**src/rtl/window_load_controller_pkg.sv**
```systemverilog
// Shared constants, state encoding and sizing helper for the window load controller.
package window_load_controller_pkg;

  localparam int unsigned CAMERA_PIXEL_BITWIDTH = 8;
  localparam int unsigned DEF_BUFFER_W          = 28;
  localparam int unsigned DEF_BUFFER_H          = 28;
  localparam int unsigned DEF_PIXEL_W           = CAMERA_PIXEL_BITWIDTH + 1;

  typedef enum logic [1:0] {
    IDLE = 2'd0,
    LOAD = 2'd1,
    FULL = 2'd2
  } wlc_state_e;

  // Counter width for a range of n values; at least one bit even for n < 2.
  function automatic int unsigned cnt_w(input int unsigned n);
    return (n < 2) ? 1 : $clog2(n);
  endfunction

endpackage

```
**src/rtl/window_load_controller_raster_counter.sv**
```systemverilog
// Column/row raster counter with wrap and end-of-row / end-of-frame flags.
module window_load_controller_raster_counter
  import window_load_controller_pkg::*;
#(
  parameter int unsigned BUFFER_W = DEF_BUFFER_W,
  parameter int unsigned BUFFER_H = DEF_BUFFER_H,
  parameter int unsigned COL_W    = cnt_w(BUFFER_W),
  parameter int unsigned ROW_W    = cnt_w(BUFFER_H)
) (
  input  logic             clock,
  input  logic             reset,
  input  logic             clear,
  input  logic             advance,
  output logic [COL_W-1:0] col_idx,
  output logic [ROW_W-1:0] row_idx,
  output logic             end_of_row,
  output logic             last_row,
  output logic             end_of_frame
);

  localparam logic [COL_W-1:0] COL_LAST = COL_W'(BUFFER_W - 1);
  localparam logic [ROW_W-1:0] ROW_LAST = ROW_W'(BUFFER_H - 1);

  // Position flags decoded from the current counter values.
  always_comb begin
    end_of_row   = (col_idx == COL_LAST);
    last_row     = (row_idx == ROW_LAST);
    end_of_frame = end_of_row && last_row;
  end

  // Raster advance: column wraps into the next row, row wraps at end of frame.
  always_ff @(posedge clock or negedge reset) begin
    if (!reset) begin
      col_idx <= '0;
      row_idx <= '0;
    end else if (clear) begin
      col_idx <= '0;
      row_idx <= '0;
    end else if (advance) begin
      if (end_of_row) begin
        col_idx <= '0;
        row_idx <= last_row ? '0 : row_idx + ROW_W'(1);
      end else begin
        col_idx <= col_idx + COL_W'(1);
      end
    end
  end

endmodule

```
**src/rtl/window_load_controller.sv**
```systemverilog
// Sequences loading of the image shifting window from a valid/ready pixel stream
// and holds the loaded frame until the convolution engine releases it.
module window_load_controller
  import window_load_controller_pkg::*;
#(
  parameter int unsigned BUFFER_W = DEF_BUFFER_W,
  parameter int unsigned BUFFER_H = DEF_BUFFER_H,
  parameter int unsigned PIXEL_W  = DEF_PIXEL_W
) (
  input  logic                        clock,
  input  logic                        reset,
  input  logic                        start,
  input  logic [PIXEL_W-1:0]          pixel_in,
  input  logic                        pixel_valid,
  output logic                        pixel_ready,
  input  logic                        conv_done,
  output logic [PIXEL_W-1:0]          win_pixel,
  output logic                        shift_left,
  output logic                        shift_up,
  output logic                        buffer_full,
  output logic [cnt_w(BUFFER_W)-1:0]  col_idx,
  output logic [cnt_w(BUFFER_H)-1:0]  row_idx
);

  wlc_state_e state;
  logic       accept;
  logic       clear_cnt;
  logic       up_pending;
  logic       end_of_row;
  logic       last_row;
  logic       end_of_frame;

  // Handshake and counter-clear decode from the current state.
  always_comb begin
    pixel_ready = (state == LOAD);
    accept      = pixel_valid && pixel_ready;
    clear_cnt   = (state == IDLE) && start;
  end

  window_load_controller_raster_counter #(
    .BUFFER_W (BUFFER_W),
    .BUFFER_H (BUFFER_H)
  ) u_raster (
    .clock        (clock),
    .reset        (reset),
    .clear        (clear_cnt),
    .advance      (accept),
    .col_idx      (col_idx),
    .row_idx      (row_idx),
    .end_of_row   (end_of_row),
    .last_row     (last_row),
    .end_of_frame (end_of_frame)
  );

  // FSM plus registered strobes; shift_up trails the row-ending shift_left by one
  // cycle via up_pending so row 0 is complete before the rows move up.
  always_ff @(posedge clock or negedge reset) begin
    if (!reset) begin
      state       <= IDLE;
      win_pixel   <= '0;
      shift_left  <= 1'b0;
      shift_up    <= 1'b0;
      up_pending  <= 1'b0;
      buffer_full <= 1'b0;
    end else begin
      shift_left  <= accept;
      shift_up    <= up_pending;
      up_pending  <= accept && end_of_row && !last_row;
      buffer_full <= (state == FULL) && !conv_done;
      if (accept) begin
        win_pixel <= pixel_in;
      end
      case (state)
        IDLE:    if (start) state <= LOAD;
        LOAD:    if (accept && end_of_frame) state <= FULL;
        FULL:    if (conv_done) state <= IDLE;
        default: state <= IDLE;
      endcase
    end
  end

endmodule

```
**config.mk**
```make
export PLATFORM = sky130hd
export DESIGN_NAME = window_load_controller
export DESIGN_NICKNAME = d
export VERILOG_FILES = /design/src/rtl/window_load_controller_pkg.sv /design/src/rtl/window_load_controller_raster_counter.sv /design/src/rtl/window_load_controller.sv
export SDC_FILE = /design/constraint.sdc
export NUM_CORES = 1
export LEC_CHECK = 0
export CAP_MARGIN = 10
export CELL_PAD_IN_SITES_DETAIL_PLACEMENT = 0
export CELL_PAD_IN_SITES_GLOBAL_PLACEMENT = 1
export CORE_UTILIZATION = 30
export DETAILED_ROUTE_END_ITERATION = 10
export PLACE_DENSITY_LB_ADDON = 0.1
export SLEW_MARGIN = 20
export SYNTH_ARGS = -nofsm -noshare
export SYNTH_HDL_FRONTEND = slang
export SYNTH_SLANG_ARGS = --single-unit
```
**constraint.sdc**
```tcl
create_clock -name clock -period 1.46 [get_ports clock]
set_input_delay 0.146 -clock clock [delete_from_list [all_inputs] [get_ports clock]]
set_output_delay 0.146 -clock clock [all_outputs]
set_load 0.01 [all_outputs]
```
==> impl_metrics.json, run 1 <==
{
  "status": "complete, no violations",
  "power_density_nw_per_um2": 1120,
  "die_w_um": 63.1,
  "min_period_ns": 1.41,
  "worst_setup_path_start_kind": "flop",
  "crit_path_cell_trace": "ha_2, and4b_1, or4_1, o21ai_1",
  "portBuffers": 36,
  "avgSynthCellArea_um2": 10.2,
  "grt_pass1_vias": 932,
  "viasPerCell": 4.79,
  "hold_path_class": "in2async",
  "first_pass_iters": 4,
  "core_um2": 3440,
  "synth_flop_cell": "dfrtp_1",
  "synth-edff-count": 0,
  "gr-total-overflow": 0,
  "grt_setup_unrepaired": "true",
  "netlist_area_um2": 1120,
  "num_rows": 21,
  "cts.sinks": 25,
  "synth_top_cell_area_share": 0.559,
  "clk_pin_slew_worst_paths_ns": 0.09,
  "yosysUniqueCellTypes": 32,
  "drive_gt1_frac": 0.168,
  "crit_path_max_incr_delay_ns": 0.46,
  "ant_nets": 0,
  "insertion_delay_ns": 0.27,
  "dp_slack_ns": -0.0679,
  "diodes": 0,
  "final_cell_mix": "34 x nand2_1, 29 x clkdlybuf4s50_1, 22 x dfrtp_1",
  "endpoint_kind": "flop",
  "cts_buffer_depth": 2,
  "synthesis.instances": 110,
  "die-area_um2": 3980,
  "power.leakage_nw": 0.862,
  "grt_usage": 0.144,
  "hold_buffers": 0,
  "ir_worst_vdd_uv": 772,
  "p_total_mw": 1.92,
  "wl_per_cell_um": 13.1,
  "dp_hpwl_mm": 1.97,
  "synth_area_leader_cell": "dfrtp_1",
  "nets": 178,
  "cts_made_buffers": 3,
  "async_flop_share": 1.00,
  "seq_area_frac_synth": 0.559,
  "fmax_mhz": 707,
  "cpMaxStageDelayCell": "or4_1",
  "start_util": 0.325,
  "required_ns": 1.65,
  "ios": 37,
  "drt_iter0_drc": 36,
  "slew_headroom": 0.785,
  "synthToLayoutAreaGrowth_pct": 53.4,
  "cts_root_buffer": "clkbuf_8",
  "synth-seq-cells": 25,
  "slew_viol_final": 0,
  "synth_nets": 126,
  "routed_wl_mm": 2.70,
  "hold_viol": 0,
  "synth_area_leaders": "dfrtp_1 56%, nand2_1 11%, mux2i_1 2.7%",
  "drv_cap": 0,
  "synth_warnings": 0,
  "setup_slack_ns": 0.0460,
  "worstSetupPathType": "reg2reg",
  "cts_tree": "done",
  "dieHeight_um": 63.1,
  "worstPathArrival_ns": 1.61,
  "final_common_cell": "nand2_1",
  "setup_viol": 0,
  "htreeDepth": 1,
  "antenna_found_initial": 0,
  "grt_max_degree": 26,
  "r2r_slack_ns": 0.05,
  "grt_pass1_wl_mm": 4.50,
  "vias": 991,
  "crit_family": "simple AND/OR/NAND/NOR gates",
  "path_buf_inv": 0,
  "tightest_slew_ns": 0.323,
  "finalCritPeriodShare": 0.969,
  "drc": 0,
  "fin_worst_skew_ns": 0.00208,
  "critical_path_peak_fanout": 2,
  "gp_congestion": 0.843
}
==> path summary, 6_finish.rpt <==
kind / from / cells after the start / end
setup / recovery: u_raster.row_idx[0] / 4 / u_raster.row_idx[0]
hold / removal: reset / 2 / u_raster.col_idx[2]
setup reg to reg: u_raster.row_idx[0] / 4 / u_raster.row_idx[0]
hold reg to reg: up_pending / 0 / shift_up
max in group asynchronous: reset / 2 / u_raster.row_idx[2]
min in group clock: up_pending / 0 / shift_up
==> registers in the layout, indices dropped and copies added, names as in the netlist <==
name,count
buffer_full,1
shift_left,1
shift_up,1
state,2
u_raster.col_idx,5
u_raster.row_idx,5
up_pending,1
win_pixel,9
==> per-layer routing <==
| layer | GRT usage | share of wire | routed length, um | up-vias |
|---|---|---|---|---|
| met2 | 0.233 | 0.46 | 1240 | 38 |
| li1 | - | - | - | 488 |
| met4 | 0.0174 | 0 | 0 | 0 |
| met5 | 0 | 0 | 0 | - |
| met1 | 0.194 | 0.48 | 1310 | 465 |
| met3 | 0.0417 | 0.056 | 151 | 0 |
==> synth_stat cells (2+ instances only) <==
cell type / count
a21o_1: 2
a21oi_1: 2
a311oi_1: 2
a31oi_1: 3
and4b_1: 2
buf_2: 2
clkbuf_1: 2
dfrtp_1: 25
ha_1: 2
inv_1: 2
mux2i_1: 3
nand2_1: 34
nand3_1: 5
nand4_1: 3
nor3b_1: 2
o21ai_0: 2
o31ai_1: 2
==> per-stage QoR <==
stage,utilization,hold slack [ns],instance area [um^2],TNS [ns],instances
2_1_floorplan,-,-0.150,1120,-0.00159,110
3_3_place_gp,0.473,0.333,1630,-0.0792,202
3_5_place_dp,0.473,0.341,1630,-0.191,202
4_1_cts,0.490,0.245,1690,0,207
5_1_grt,0.498,0.255,1720,-0.0456,207
6_report,0.498,0.239,1720,0,207
==> final cells by class <==
class	instances	area, um^2
well taps	46	57.6
multi-input cells	78	478
clock inverters	1	7.51
repair buffers	52	494
fillers	337	1730
flip-flops and latches	25	629
inverters	2	7.51
clock buffers	3	41.3
==> where the power goes <==
part / total [mW] / switching (mW) / internal, mW
clock: 0.417 / 0.224 / 0.193
sequential: 0.886 / 0.0926 / 0.793
combinational: 0.616 / 0.266 / 0.350
==> kinds of logic after synthesis <==
| logic type | after synthesis | synth area share |
|---|---|---|
| AND/OR/NAND/NOR | 56 | 0.260 |
| flip-flops | 25 | 0.559 |
| AO/OA/AOI/OAI | 17 | 0.103 |
| buffers and inverters | 7 | 0.0291 |
| multiplexers | 3 | 0.0268 |
| adder cells (fa/ha/maj) | 2 | 0.0224 |
==> worst reg2reg max path: cells and delay by family, from the launching register on <==
| family | cells | cell delay [ns] |
|---|---|---|
| compound gates | 1 | 0.10 |
| fa+ha+maj | 1 | 0.19 |
| flops | 1 | 0.39 |
| simple gates | 2 | 0.65 |
==> what timing repair did <==
item,4_1_cts,5_1_grt
gates resized for setup,3,9
pin swaps,0,2
buffers inserted,1,0
setup endpoints to repair,3,11
Note: power is estimated with default switching activity, not from simulation.
==> run 2: changes to the inputs <==
--- a/config.mk
+++ b/config.mk
@@ -8,7 +8,7 @@
 export CAP_MARGIN = 10
 export CELL_PAD_IN_SITES_DETAIL_PLACEMENT = 0
 export CELL_PAD_IN_SITES_GLOBAL_PLACEMENT = 1
-export CORE_UTILIZATION = 30
+export CORE_UTILIZATION = 33
 export DETAILED_ROUTE_END_ITERATION = 10
 export PLACE_DENSITY_LB_ADDON = 0.1
 export SLEW_MARGIN = 20
==> constraint.sdc (replaced) <==
create_clock -name clock -period 1.5 [get_ports clock]
set_input_delay 0.15 -clock clock [delete_from_list [all_inputs] [get_ports clock]]
set_output_delay 0.15 -clock clock [all_outputs]
set_load 0.01 [all_outputs]
==> impl_metrics.json, run 2 (synthesized netlist as in run 1, its figures left out) <==
{
  "status": "finished with violations",
  "violations": "setup timing",
  "core_um2": 3130,
  "critical_path_peak_fanout": 5,
  "endpoint_kind": "flop",
  "drive_gt1_frac": 0.198,
  "drv_cap": 0,
  "r2r_start": "u_raster.col_idx[1]",
  "die_w_um": 60.2,
  "cpMaxStageDelayCell": "or4_1",
  "htreeDepth": 1,
  "worstSetupPathType": "reg2reg",
  "fin_worst_skew_ns": 0.0126,
  "setup_viol": 1,
  "pwr-share-clk": 0.176,
  "cts_buffer_depth": 2,
  "p_total_mw": 1.78,
  "antenna_found_initial": 0,
  "swShare": 0.314,
  "slew_headroom": 0.782,
  "cts_made_buffers": 3,
  "grt_pass1_vias": 896,
  "gr-total-overflow": 0,
  "largestRegisters": "win_pixel x9, u_raster.col_idx x5, u_raster.row_idx x5",
  "largest_register_ff_count": 9,
  "num_rows": 20,
  "crit_path_cell_trace": "ha_4, nand4b_1, or4_1, o21ai_1",
  "grt_usage": 0.158,
  "combPwrFrac": 0.342,
  "final_cell_mix": "34 x nand2_1, 29 x clkdlybuf4s50_1, 23 x dfrtp_1",
  "slew_viol_final": 0,
  "routed_wl_mm": 2.65,
  "cts.sinks": 25,
  "hold_buffers": 0,
  "gp_congestion": 0.831,
  "dieHeight_um": 60.2,
  "nets": 184,
  "crit_path_max_incr_delay_ns": 0.56,
  "final_common_cell": "nand2_1",
  "insertion_delay_ns": 0.32,
  "setup_slack_ns": -0.00501,
  "grt_max_degree": 26,
  "tightest_slew_ns": 0.328,
  "seqPwrFrac": 0.482,
  "finalSetupTns_ns": -0.00501,
  "die-area_um2": 3630,
  "power.leakage_nw": 0.839,
  "fmax_mhz": 664,
  "min_period_ns": 1.51,
  "power_density_nw_per_um2": 1030,
  "grt_pass1_wl_mm": 4.15,
  "r2r_slack_ns": -0.005,
  "worst_setup_path_start_kind": "flop",
  "reg2regPathDepth": 4,
  "synthToLayoutAreaGrowth_pct": 54.3,
  "ant_nets": 0,
  "p_int_mw": 1.22,
  "ir_worst_vdd_uv": 367,
  "drc": 0,
  "vias": 1003,
  "clk_pin_slew_worst_paths_ns": 0.15,
  "grt_setup_unrepaired": "true",
  "portBuffers": 36,
  "drt_iter0_drc": 38,
  "cts_root_buffer": "clkbuf_4",
  "hold_path_class": "in2async",
  "cts_tree": "done",
  "diodes": 0,
  "dp_hpwl_mm": 1.87,
  "required_ns": 1.77,
  "first_pass_iters": 4,
  "startpoint": "u_raster.col_idx[1]",
  "viasPerCell": 4.75,
  "ios": 37,
  "largest_register": "win_pixel",
  "timing.rr.end": "u_raster.row_idx[0]",
  "hold_viol": 0,
  "worstPathArrival_ns": 1.77,
  "wl_per_cell_um": 12.5,
  "switching_power_mw": 0.559,
  "finalCritPeriodShare": 1.00,
  "start_util": 0.358
}
run 2: cell types whose count changed in the layout (fill, tap and decap cells not counted), sizes merged:
cell,delta
dlymetal6s2s,-4
dlygate4sd2,+4
buf,+6
run 2: how the worst max path moves through the flow:
stage,end,slack (ns),cells after the start
after floorplan,u_raster.row_idx[0],0.03,4
after global placement,u_raster.col_idx[4],-0.008,4
after detailed placement,u_raster.col_idx[4],-0.04,4
after CTS,row_idx[4],0.01,1
after global routing,u_raster.row_idx[0],-0.08,4
final,u_raster.row_idx[0],-0.005,4
run 2: area by class of cell:
type / count / area [um^2]
Tap cell: 44 / 55.1
Clock buffer: 3 / 22.5
Clock inverter: 1 / 7.51
Multi-Input combinational cell: 78 / 480
Fill cell: 291 / 1400
Sequential cell: 25 / 628
Timing Repair Buffer: 58 / 524
Inverter: 2 / 7.51
run 2: critical path, delay by kind of cell, from the launching register on:
family          cells  cell delay, ns
simple gates        2            0.77
flops               1            0.43
fa+ha+maj           1            0.16
compound gates      1            0.08
run 2: layer usage:
layer  GRT usage  up-vias  wire [um]
li1            -      504          -
met4      0.0598        0         19
met5           0        -          0
met1       0.210      476       1270
met2       0.253       21       1260
met3      0.0281        2         98
run 2: repair_timing:
item                       4_1_cts  5_1_grt
setup endpoints to repair        8        8
pin swaps                        0        3
gates resized for setup          7        6
buffers inserted                 2        4
cloned                           0        0
run 2: metrics by stage:
| stage | instances | area (um^2) | hold slack, ns | worst slack [ns] | util |
|---|---|---|---|---|---|
| after CTS | 207 | 1670 | 0.177 | 0.0143 | 0.535 |
| final | 211 | 1730 | 0.162 | -0.00501 | 0.552 |
| after detailed placement | 201 | 1630 | 0.341 | -0.0426 | 0.522 |
| after global placement | 201 | 1630 | 0.334 | -0.00815 | 0.522 |
| after global routing | 211 | 1730 | 0.194 | -0.0804 | 0.552 |
| after floorplan | 110 | 1120 | -0.146 | 0.0260 | - |
run 2: power groups by stage:
stage	registers (mW)	clock network, mW	logic [mW]
floorplan	0.920	0	0.168
global placement	0.859	0	0.586
detailed placement	0.865	0	0.594
CTS	0.850	0.322	0.584
global route	0.878	0.360	0.669
finish	0.859	0.314	0.610
